==> src/rtl/patch_shuffler_pkg.sv <==
// Shared types, encodings and helpers for the patch shuffler.
package patch_shuffler_pkg;

  localparam logic TRUE  = 1'b1;
  localparam logic FALSE = 1'b0;

  typedef enum logic [1:0] {
    SLOT_EMPTY = 2'd0,
    SLOT_FULL  = 2'd1,
    SLOT_SENT  = 2'd2
  } slot_t;

  typedef enum logic [1:0] {
    ST_RUN   = 2'd0,
    ST_DRAIN = 2'd1,
    ST_DONE  = 2'd2
  } state_t;

  // Ceiling log2, used for sizing indices and counters.
  function automatic int log2(input int value);
    int r;
    r = 0;
    for (int i = 0; i < 31; i++) begin
      if ((1 << i) < value) r = i + 1;
    end
    return r;
  endfunction

endpackage

==> src/rtl/lfsr16.sv <==
// 16-bit Galois LFSR, polynomial x^16+x^14+x^13+x^11+1, free-running out of reset.
module lfsr16 #(
  parameter logic [15:0] SEED = 16'hACE1
) (
  input  logic        CLK,
  input  logic        RESET,
  output logic [15:0] state
);

  localparam logic [15:0] TAPS = 16'hB400;

  always_ff @(posedge CLK) begin
    if (RESET) state <= SEED;
    else       state <= {1'b0, state[15:1]} ^ (state[0] ? TAPS : 16'h0000);
  end

endmodule

==> src/rtl/patch_shuffler.sv <==
// Accepts patches in order and re-emits them in a bounded pseudo-random
// (or ascending) order within a sliding window of SYNC_WINDOW slots.
module patch_shuffler
  import patch_shuffler_pkg::*;
#(
  parameter int          DELAY       = 1,
  parameter int          SYNC_WINDOW = 8,
  parameter int          FP_SIZE     = 32,
  parameter int          N_PATCH     = 32,
  parameter int          SHUFFLE     = 1,
  parameter logic [15:0] LFSR_SEED   = 16'hACE1
) (
  input  logic                       CLK,
  input  logic                       RESET,
  input  logic                       in_val,
  input  logic [FP_SIZE-1:0]         in_wtsum,
  output logic                       in_ack,
  input  logic                       patch_ack,
  output logic                       patch_val,
  output logic [log2(N_PATCH)-1:0]   patch_num,
  output logic [FP_SIZE-1:0]         wtsum,
  output logic                       done
);

  localparam int LW = log2(SYNC_WINDOW);
  localparam int PW = log2(N_PATCH);
  localparam int CW = PW + 1;
  localparam logic [CW-1:0] LAST = CW'(N_PATCH);

  if (DELAY < 0 || SYNC_WINDOW < 2 || SYNC_WINDOW > 64 || (1 << LW) != SYNC_WINDOW ||
      (1 << PW) != N_PATCH || N_PATCH < SYNC_WINDOW || LFSR_SEED == 16'h0000) begin : g_bad_params
    $error("patch_shuffler: illegal parameter set");
  end

  state_t             state, state_nx;
  slot_t              slot_q [SYNC_WINDOW];
  logic [FP_SIZE-1:0] data_q [SYNC_WINDOW];
  logic [CW-1:0]      next_in, base;
  logic [15:0]        lfsr;
  logic               lfsr_unused;

  logic [LW-1:0]      in_idx, base_idx, cand, fall_idx, scan_idx;
  logic               any_full, accept, release_slot;
  logic               emit_p0;
  logic [LW-1:0]      pick_p0, offset_p0;
  logic [PW-1:0]      num_p0;

  lfsr16 #(.SEED(LFSR_SEED)) u_lfsr (
    .CLK   (CLK),
    .RESET (RESET),
    .state (lfsr)
  );

  assign lfsr_unused = ^lfsr[15:LW];
  assign in_idx      = next_in[LW-1:0];
  assign base_idx    = base[LW-1:0];
  assign cand        = (SHUFFLE != 0) ? lfsr[LW-1:0] : base_idx;

  // The base slot may still be SENT awaiting release, so the fallback is the
  // oldest FULL slot found walking forward from base.
  always_comb begin
    any_full = FALSE;
    fall_idx = base_idx;
    scan_idx = base_idx;
    for (int i = 0; i < SYNC_WINDOW; i++) begin
      scan_idx = base_idx + LW'(i);
      if (!any_full && slot_q[scan_idx] == SLOT_FULL) begin
        fall_idx = scan_idx;
        any_full = TRUE;
      end
    end
  end

  assign in_ack       = !RESET && (state == ST_RUN) && (next_in != LAST) &&
                        (slot_q[in_idx] == SLOT_EMPTY);
  assign accept       = in_val && in_ack;
  assign release_slot = (slot_q[base_idx] == SLOT_SENT);
  assign done         = (state == ST_DONE);

  // p0: emission decision; registered outputs form p1
  assign emit_p0   = patch_ack && any_full;
  assign pick_p0   = (slot_q[cand] == SLOT_FULL) ? cand : fall_idx;
  assign offset_p0 = pick_p0 - base_idx;
  assign num_p0    = PW'(base + CW'(offset_p0));

  always_comb begin
    state_nx = state;
    case (state)
      ST_RUN:   if (next_in == LAST) state_nx = ST_DRAIN;
      ST_DRAIN: if (base == LAST)    state_nx = ST_DONE;
      ST_DONE:  state_nx = ST_DONE;
      default:  state_nx = ST_RUN;
    endcase
  end

  always_ff @(posedge CLK) begin
    if (RESET) begin
      state     <= ST_RUN;
      next_in   <= '0;
      base      <= '0;
      patch_val <= FALSE;
      patch_num <= '0;
      wtsum     <= '0;
      for (int i = 0; i < SYNC_WINDOW; i++) slot_q[i] <= SLOT_EMPTY;
    end else begin
      state <= state_nx;
      // Accept, emit and release always touch slots in distinct states.
      if (accept) begin
        slot_q[in_idx] <= SLOT_FULL;
        next_in        <= next_in + CW'(1);
      end
      if (emit_p0) slot_q[pick_p0] <= SLOT_SENT;
      if (release_slot) begin
        slot_q[base_idx] <= SLOT_EMPTY;
        base             <= base + CW'(1);
      end
      patch_val <= emit_p0;
      if (emit_p0) begin
        patch_num <= num_p0;
        wtsum     <= data_q[pick_p0];
      end
    end
  end

  always_ff @(posedge CLK) begin
    if (accept) data_q[in_idx] <= in_wtsum;
  end

endmodule

==> config.mk <==
export PLATFORM = sky130hd
export DESIGN_NAME = patch_shuffler
export DESIGN_NICKNAME = d
export VERILOG_FILES = /design/src/rtl/patch_shuffler_pkg.sv /design/src/rtl/lfsr16.sv /design/src/rtl/patch_shuffler.sv
export SDC_FILE = /design/constraint.sdc
export NUM_CORES = 1
export LEC_CHECK = 0
export CAP_MARGIN = 20
export CORE_MARGIN = 2
export CORE_UTILIZATION = 55
export DETAILED_ROUTE_END_ITERATION = 6
export MAX_ROUTING_LAYER = met4
export PLACE_DENSITY = 0.74
export SYNTH_ARGS = -nofsm -noshare
export SYNTH_HDL_FRONTEND = slang
export SYNTH_SLANG_ARGS = --single-unit
export TNS_END_PERCENT = 10
==> constraint.sdc <==
create_clock -name CLK -period 6.8 [get_ports CLK]
set_input_delay 1.36 -clock CLK [delete_from_list [all_inputs] [get_ports CLK]]
set_output_delay 1.36 -clock CLK [all_outputs]
set_load 0.005 [all_outputs]
==> results.sh, run 1 <==
export IMPL_vias_per_cell=6.05
export IMPL_dieHeight_um=168
export IMPL_path_class="reg -> reg"
export IMPL_ir_worst_vdd_mv=0.330
export IMPL_synthCells=1078
export IMPL_final_layout_size_suffix_gt1_frac=0.137
export IMPL_cts_setup_buffers=0
export IMPL_synth_edff_count=256
export IMPL_synth_ff_type="edfxtp_1"
export IMPL_path_clk_slew_ns=0.06
export IMPL_power_density_mw_per_mm2=369
export IMPL_reg2reg_depth=17
export IMPL_drt_iter0_drc=754
export IMPL_crit_chain="inv_4 > ha_1 > clkinv_1 > mux4_2 > mux2i_1 > nand3_1 > a2111oi_0 > a221oi_4 > fa_1 > xnor2_1 > xnor2_1 > ha_1 > a21oi_1 > nand2_1 > xor2_1 > nand2_1 > a21oi_1"
export IMPL_p_total_mw=6.28
export IMPL_fin_crit_sh=0.826
export IMPL_crit_path_start_kind="flop"
export IMPL_routabilityCongestion=0.837
export IMPL_layout_nets=1198
export IMPL_maxCapViolCount=0
export IMPL_vias=9154
export IMPL_slew_headroom=0.256
export IMPL_fin_crit_ns=5.62
export IMPL_io_buffers=75
export IMPL_antenna_found_initial=0
export IMPL_drc=0
export IMPL_critPathMaxStageDelay_ns=0.94
export IMPL_synth_area_top_cells="edfxtp_1, dfxtp_1, mux2i_1, mux2_2, nand2_1"
export IMPL_r2r_end="patch_num[3]$_SDFFE_PP0P_"
export IMPL_worstHoldStart="u_lfsr.state[8]$_SDFF_PP0_"
export IMPL_status="finished, final reports clean"
export IMPL_grt_first_pass_wirelength_um=50000
export IMPL_p_leak_nw=6.13
export IMPL_synth_top_area_share=0.518
export IMPL_core_area_mm2=0.0267
export IMPL_grt_overflow=0
export IMPL_ff2ff_setup_slack_ns=1.18
export IMPL_synth_seq_area_share=0.640
export IMPL_worst_slack_ns=1.18
export IMPL_async_flop_share=0
export IMPL_final_core_util=0.636
export IMPL_crit_path_end_kind="flop"
export IMPL_synth_cell_types=61
export IMPL_cp_max_fo=19
export IMPL_tritoncts_num_buffers=36
export IMPL_ant_nets=0
export IMPL_num_io_pins=76
export IMPL_skew_ns=0.0222
export IMPL_ys_ff_latch=346
export IMPL_rsz0062_at_grt="false"
export IMPL_cts_resized_gates=0
export IMPL_grt_usage=0.234
export IMPL_arrival_ns=6.06
export IMPL_firstDrtPassIters=5
export IMPL_grt_max_degree=151
export IMPL_clockRootBuffer="clkbuf_16"
export IMPL_ys_warn_count=0
export IMPL_pre_cts_slack_ns=1.16
export IMPL_wire_per_inst_um=21.2
export IMPL_hpwl_um=18200
export IMPL_synth_avg_cell_area_um2=13.8
export IMPL_yosysTopAreaCell="edfxtp_1"
export IMPL_grt_pass1_vias=9128
export IMPL_wl_um=32000
export IMPL_die_w_um=168
export IMPL_slowest_stage="dfxtp_1"
export IMPL_synth_nets=1133
export IMPL_slew_violations=0
export IMPL_required_ns=7.24
export IMPL_tightest_slew_ns=1.12
export IMPL_syn_cell_area_mm2=0.0148
export IMPL_cts_max_level=2
export IMPL_cts_sinks=346
export IMPL_cts_path_max_buffers=3
export IMPL_r2r_start="base[0]$_SDFFE_PP0N_"
export IMPL_cts_hold_buf=0
export IMPL_fmax_mhz=178
export IMPL_hold_path_end="u_lfsr.state[7]$_SDFF_PP1_"
export IMPL_initial_utilization=0.555
export IMPL_dieArea_mm2=0.0283
export IMPL_hold_violations=0
export IMPL_tritoncts="done"
export IMPL_holdPathStages=1
export IMPL_finalSetupViolCount=0
export IMPL_clk_insertion_delay_late_ns=0.52
export IMPL_min_path_type="reg -> reg"
export IMPL_area_growth_pct=14.5
export IMPL_rows=60
export IMPL_tns_ns=0
[where the power goes]
group	total (mW)	switching [mW]	internal (mW)	leakage (nW)
clock	1.91	0.785	1.13	0.569
combinational	1.81	0.953	0.859	2.52
sequential	2.55	0.114	2.44	3.04
[flip-flops by register name, summed over array words and instances (netlist names), named ones only]
signal and flops:
base 6, data_q 256, next_in 6, patch_num 5, patch_val 1, slot_q 16
state 2, u_lfsr.state 16, wtsum 32
[cell usage in the layout (no fill, tap or decap), types with 6 or more instances in the layout]
| cell | n |
|---|---|
| a211oi_1 | 22 |
| a21oi_1 | 14 |
| a221oi_1 | 7 |
| a2bb2oi_1 | 17 |
| a31oi_1 | 23 |
| and3_1 | 14 |
| buf_4 | 15 |
| clkbuf_1 | 10 |
| clkbuf_16 | 38 |
| clkdlybuf4s50_1 | 74 |
| clkinv_1 | 6 |
| dfxtp_1 | 90 |
| edfxtp_1 | 256 |
| ha_1 | 17 |
| inv_1 | 16 |
| mux2_2 | 61 |
| mux2i_1 | 77 |
| mux4_2 | 13 |
| nand2_1 | 99 |
| nand3_1 | 9 |
| nor2_1 | 41 |
| nor2b_1 | 37 |
| nor3_1 | 10 |
| o211ai_1 | 49 |
| o21ai_0 | 38 |
| o21ai_1 | 9 |
| o32ai_1 | 9 |
| or2_2 | 6 |
| xnor2_1 | 15 |
| xor2_1 | 7 |
[synth_stat cells (all sizes together), types with 3 or more instances]
cell type / count
a211oi: 22
a21oi: 14
a221oi: 8
a22oi: 4
a2bb2oi: 17
a31oi: 23
and2: 3
and3: 15
buf: 38
clkbuf: 27
dfxtp: 90
edfxtp: 256
ha: 17
inv: 18
mux2: 65
mux2i: 77
mux4: 13
nand2: 100
nand2b: 4
nand3: 9
nand4: 4
nor2: 41
nor2b: 37
nor3: 11
nor3b: 3
o211ai: 49
o21ai: 47
o31a: 3
o31ai: 3
o32ai: 10
or2: 6
xnor2: 15
xor2: 7
[routing by layer]
metal / up-vias / track usage / part of all wire
met5: - / - / 0
met2: 236 / 0.395 / 0.51
met3: 61 / 0.0310 / 0.048
met4: 0 / 0.0720 / 0.023
met1: 4610 / 0.297 / 0.42
li1: 4247 / - / -
[through the flow]
step,hold WS [ns],cell area [µm²],cells
global placement,0.393,15800,1445
CTS,0.400,17000,1511
floorplan,0.389,14800,1078
finish,0.395,17000,1512
detailed placement,0.396,15800,1446
global route,0.393,17000,1511
[cell families after synthesis]
| kind of cell | share of synthesized area |
|---|---|
| mux | 0.121 |
| buf+inv | 0.0291 |
| fa+ha+maj | 0.0170 |
| simple gates | 0.0758 |
| flops | 0.640 |
| xor+xnor | 0.0130 |
| compound gates | 0.105 |
[critical path, delay by kind of cell (launching register included)]
family                     cells  cell delay, ns
xor gates and xnor gates       3            0.50
and+or+nand+nor                3            0.38
AOI/OAI and AO/OA              4            1.18
DFF                            1            0.94
adders and majority gates      3            1.30
buffers and inverters          2            0.56
muxes                          2            0.69
[cell type report]
cell class                 count  area (µm²)
timing repair buffer          92         893
tap                          341         427
sequential                   346        9490
antenna                        1        2.50
multi-input combinational    648        4950
fill                        2028        9730
clock buffer                  50        1020
clock inverter                15         143
inverter                      19        73.8
[how the worst max path moves through the flow]
stage / start / to / cells past startpoint / slack [ns]
after global placement: base[0]$_SDFFE_PP0N_ / wtsum[22]$_SDFFE_PP0P_ / 13 / 1.32
final: base[0]$_SDFFE_PP0N_ / patch_num[3]$_SDFFE_PP0P_ / 17 / 1.18
after CTS: base[0]$_SDFFE_PP0N_ / wtsum[26]$_SDFFE_PP0P_ / 13 / 1.18
after global routing: base[0]$_SDFFE_PP0N_ / patch_num[3]$_SDFFE_PP0P_ / 17 / 0.68
after detailed placement: base[0]$_SDFFE_PP0N_ / wtsum[26]$_SDFFE_PP0P_ / 13 / 1.16
after floorplan: base[0]$_SDFFE_PP0N_ / patch_num[4]$_SDFFE_PP0P_ / 22 / 1.86
(Power assumes the default switching activity.)
==> inputs of run 2 (changes only) <==
Settings changed: CORE_UTILIZATION 55 to 54, PLACE_DENSITY 0.74 to 0.76.
Clock period 6.8 ns to 5.12 ns, I/O delays scaled along.
==> results.sh, run 2 (same netlist as run 1, synthesis figures left out) <==
export IMPL_holdPathStages=1
export IMPL_routabilityCongestion=0.945
export IMPL_top_register="data_q"
export IMPL_core_area_mm2=0.0270
export IMPL_cts_resized_gates=0
export IMPL_cts_sinks=346
export IMPL_slew_headroom=0.326
export IMPL_hold_path_end="u_lfsr.state[11]$_SDFF_PP1_"
export IMPL_firstDrtPassIters=5
export IMPL_dp_cells=1460
export IMPL_vias=9093
export IMPL_cts_hold_buf=0
export IMPL_slew_violations=0
export IMPL_initial_utilization=0.551
export IMPL_ff2ff_setup_slack_ns=0.59
export IMPL_die_w_um=170
export IMPL_grt_overflow=0
export IMPL_wl_um=31400
export IMPL_area_growth_pct=15.2
export IMPL_cts_path_max_buffers=3
export IMPL_clk_insertion_delay_late_ns=0.52
export IMPL_ant_nets=0
export IMPL_wire_per_inst_um=20.6
export IMPL_path_clk_slew_ns=0.06
export IMPL_crit_path_end_kind="flop"
export IMPL_arrival_ns=4.98
export IMPL_worstHoldStart="u_lfsr.state[12]$_SDFF_PP0_"
export IMPL_critPathMaxStageDelay_ns=0.49
export IMPL_path_class="reg -> reg"
export IMPL_num_io_pins=76
export IMPL_crit_chain="inv_4 > ha_1 > clkinv_1 > buf_4 > mux2_2 > nor2_1 > nand3_1 > a2111oi_0 > buf_4 > a221oi_4 > fa_1 > xnor2_1 > xnor2_1 > ha_1 > a21oi_1 > nand2_1 > xor2_1 > nand2_1 > a21oi_1"
export IMPL_rsz0062_at_grt="false"
export IMPL_largest_reg_flops=256
export IMPL_skew_ns=0.0142
export IMPL_r2r_end="patch_num[3]$_SDFFE_PP0P_"
export IMPL_layout_nets=1213
export IMPL_dieHeight_um=170
export IMPL_tns_ns=0
export IMPL_largest_registers="data_q (256), wtsum (32)"
export IMPL_clockRootBuffer="clkbuf_16"
export IMPL_crit_family="adder cells"
export IMPL_nFillCells=1932
export IMPL_drt_iter0_drc=675
export IMPL_grt_pass1_vias=9089
export IMPL_vias_per_cell=5.95
export IMPL_tritoncts="done"
export IMPL_fmax_mhz=221
export IMPL_fin_crit_sh=0.885
export IMPL_final_layout_size_suffix_gt1_frac=0.149
export IMPL_hpwl_um=18500
export IMPL_cts_setup_buffers=0
export IMPL_dieArea_mm2=0.0288
export IMPL_maxCapViolCount=0
export IMPL_antenna_found_initial=1
export IMPL_tightest_slew_ns=1.01
export IMPL_slowest_stage="ha_1"
export IMPL_reg2reg_depth=19
export IMPL_fin_crit_ns=4.53
export IMPL_grt_usage=0.228
export IMPL_crit_path_start_kind="flop"
export IMPL_final_cells=1528
export IMPL_status="finished, final reports clean"
export IMPL_final_cell_mix="edfxtp_1, nand2_1, dfxtp_1"
export IMPL_cts_max_level=2
export IMPL_final_common_cell="edfxtp_1"
export IMPL_ir_worst_vdd_mv=0.555
export IMPL_power_density_mw_per_mm2=484
export IMPL_hold_violations=0
export IMPL_r2r_start="base[0]$_SDFFE_PP0N_"
export IMPL_grt_first_pass_wirelength_um=49100
export IMPL_rows=60
export IMPL_grt_max_degree=151
export IMPL_tritoncts_num_buffers=37
export IMPL_finalSetupViolCount=0
export IMPL_min_path_type="reg -> reg"
export IMPL_io_buffers=75
export IMPL_crit_buf_inv=4
export IMPL_required_ns=5.56
export IMPL_p_leak_nw=6.19
export IMPL_drc=0
export IMPL_cp_max_fo=14
[run 2: how the worst max path moves through the flow]
stage	startpoint	end	cells past startpoint
after CTS	base[0]$_SDFFE_PP0N_	patch_num[3]$_SDFFE_PP0P_	19
after global routing	base[0]$_SDFFE_PP0N_	patch_num[3]$_SDFFE_PP0P_	19
after detailed placement	base[0]$_SDFFE_PP0N_	patch_num[3]$_SDFFE_PP0P_	18
after global placement	base[0]$_SDFFE_PP0N_	patch_num[3]$_SDFFE_PP0P_	18
final	base[0]$_SDFFE_PP0N_	patch_num[3]$_SDFFE_PP0P_	19
after floorplan	base[0]$_SDFFE_PP0N_	patch_num[4]$_SDFFE_PP0P_	22
[run 2: worst register-to-register path: cells and delay by family (launching register included)]
family | cells | cell delay (ns)
adder cells (fa/ha/maj) | 3 | 1.21
AO/OA/AOI/OAI | 4 | 0.75
XOR/XNOR | 3 | 0.47
flip-flops | 1 | 0.46
AND/OR/NAND/NOR | 4 | 0.54
multiplexers | 1 | 0.36
buffers and inverters | 4 | 0.68
[run 2: where the power goes]
part	switching [mW]	leakage, nW	internal (mW)
registers	0.132	3.04	3.24
clock network	1.05	0.552	1.40
logic	1.28	2.59	1.18
[run 2: area by class of cell]
cell class                 instances  area, µm²  area share
antenna                            1       2.50    0.000146
clock buffer                      42        955      0.0559
clock inverter                    25        169     0.00989
inverter                          19       73.8     0.00432
multi-input combinational        648       4940       0.289
sequential                       346       9490       0.555
tap                              341        427      0.0250
timing repair buffer             106       1030      0.0602
[run 2: per-layer routing]
metal,GRT usage,wire [µm],part of all wire
met2,0.378,15600,0.50
met3,0.0364,1940,0.062
met5,-,0,0
met1,0.291,13300,0.42
met4,0.0702,649,0.021
[run 2: stage by stage]
step / util / worst slack [ns] / hold slack (ns) / total power, mW / cell area [µm²]
3_5_place_dp: 0.592 / 0.472 / 0.395 / 5.87 / 16000
2_1_floorplan: - / 0.178 / 0.389 / 5.26 / 14800
3_3_place_gp: 0.592 / 0.579 / 0.391 / 5.82 / 16000
5_1_grt: 0.634 / 0.129 / 0.428 / 8.66 / 17100
4_1_cts: 0.634 / 0.443 / 0.407 / 8.33 / 17100
6_report: 0.634 / 0.587 / 0.407 / 8.27 / 17100
==> inputs of run 3 (changes only) <==
Settings changed: GPL_TIMING_DRIVEN set to 1.
==> results of run 3 <==
The final DEF is identical to that of run 2; final timing and power are the same.
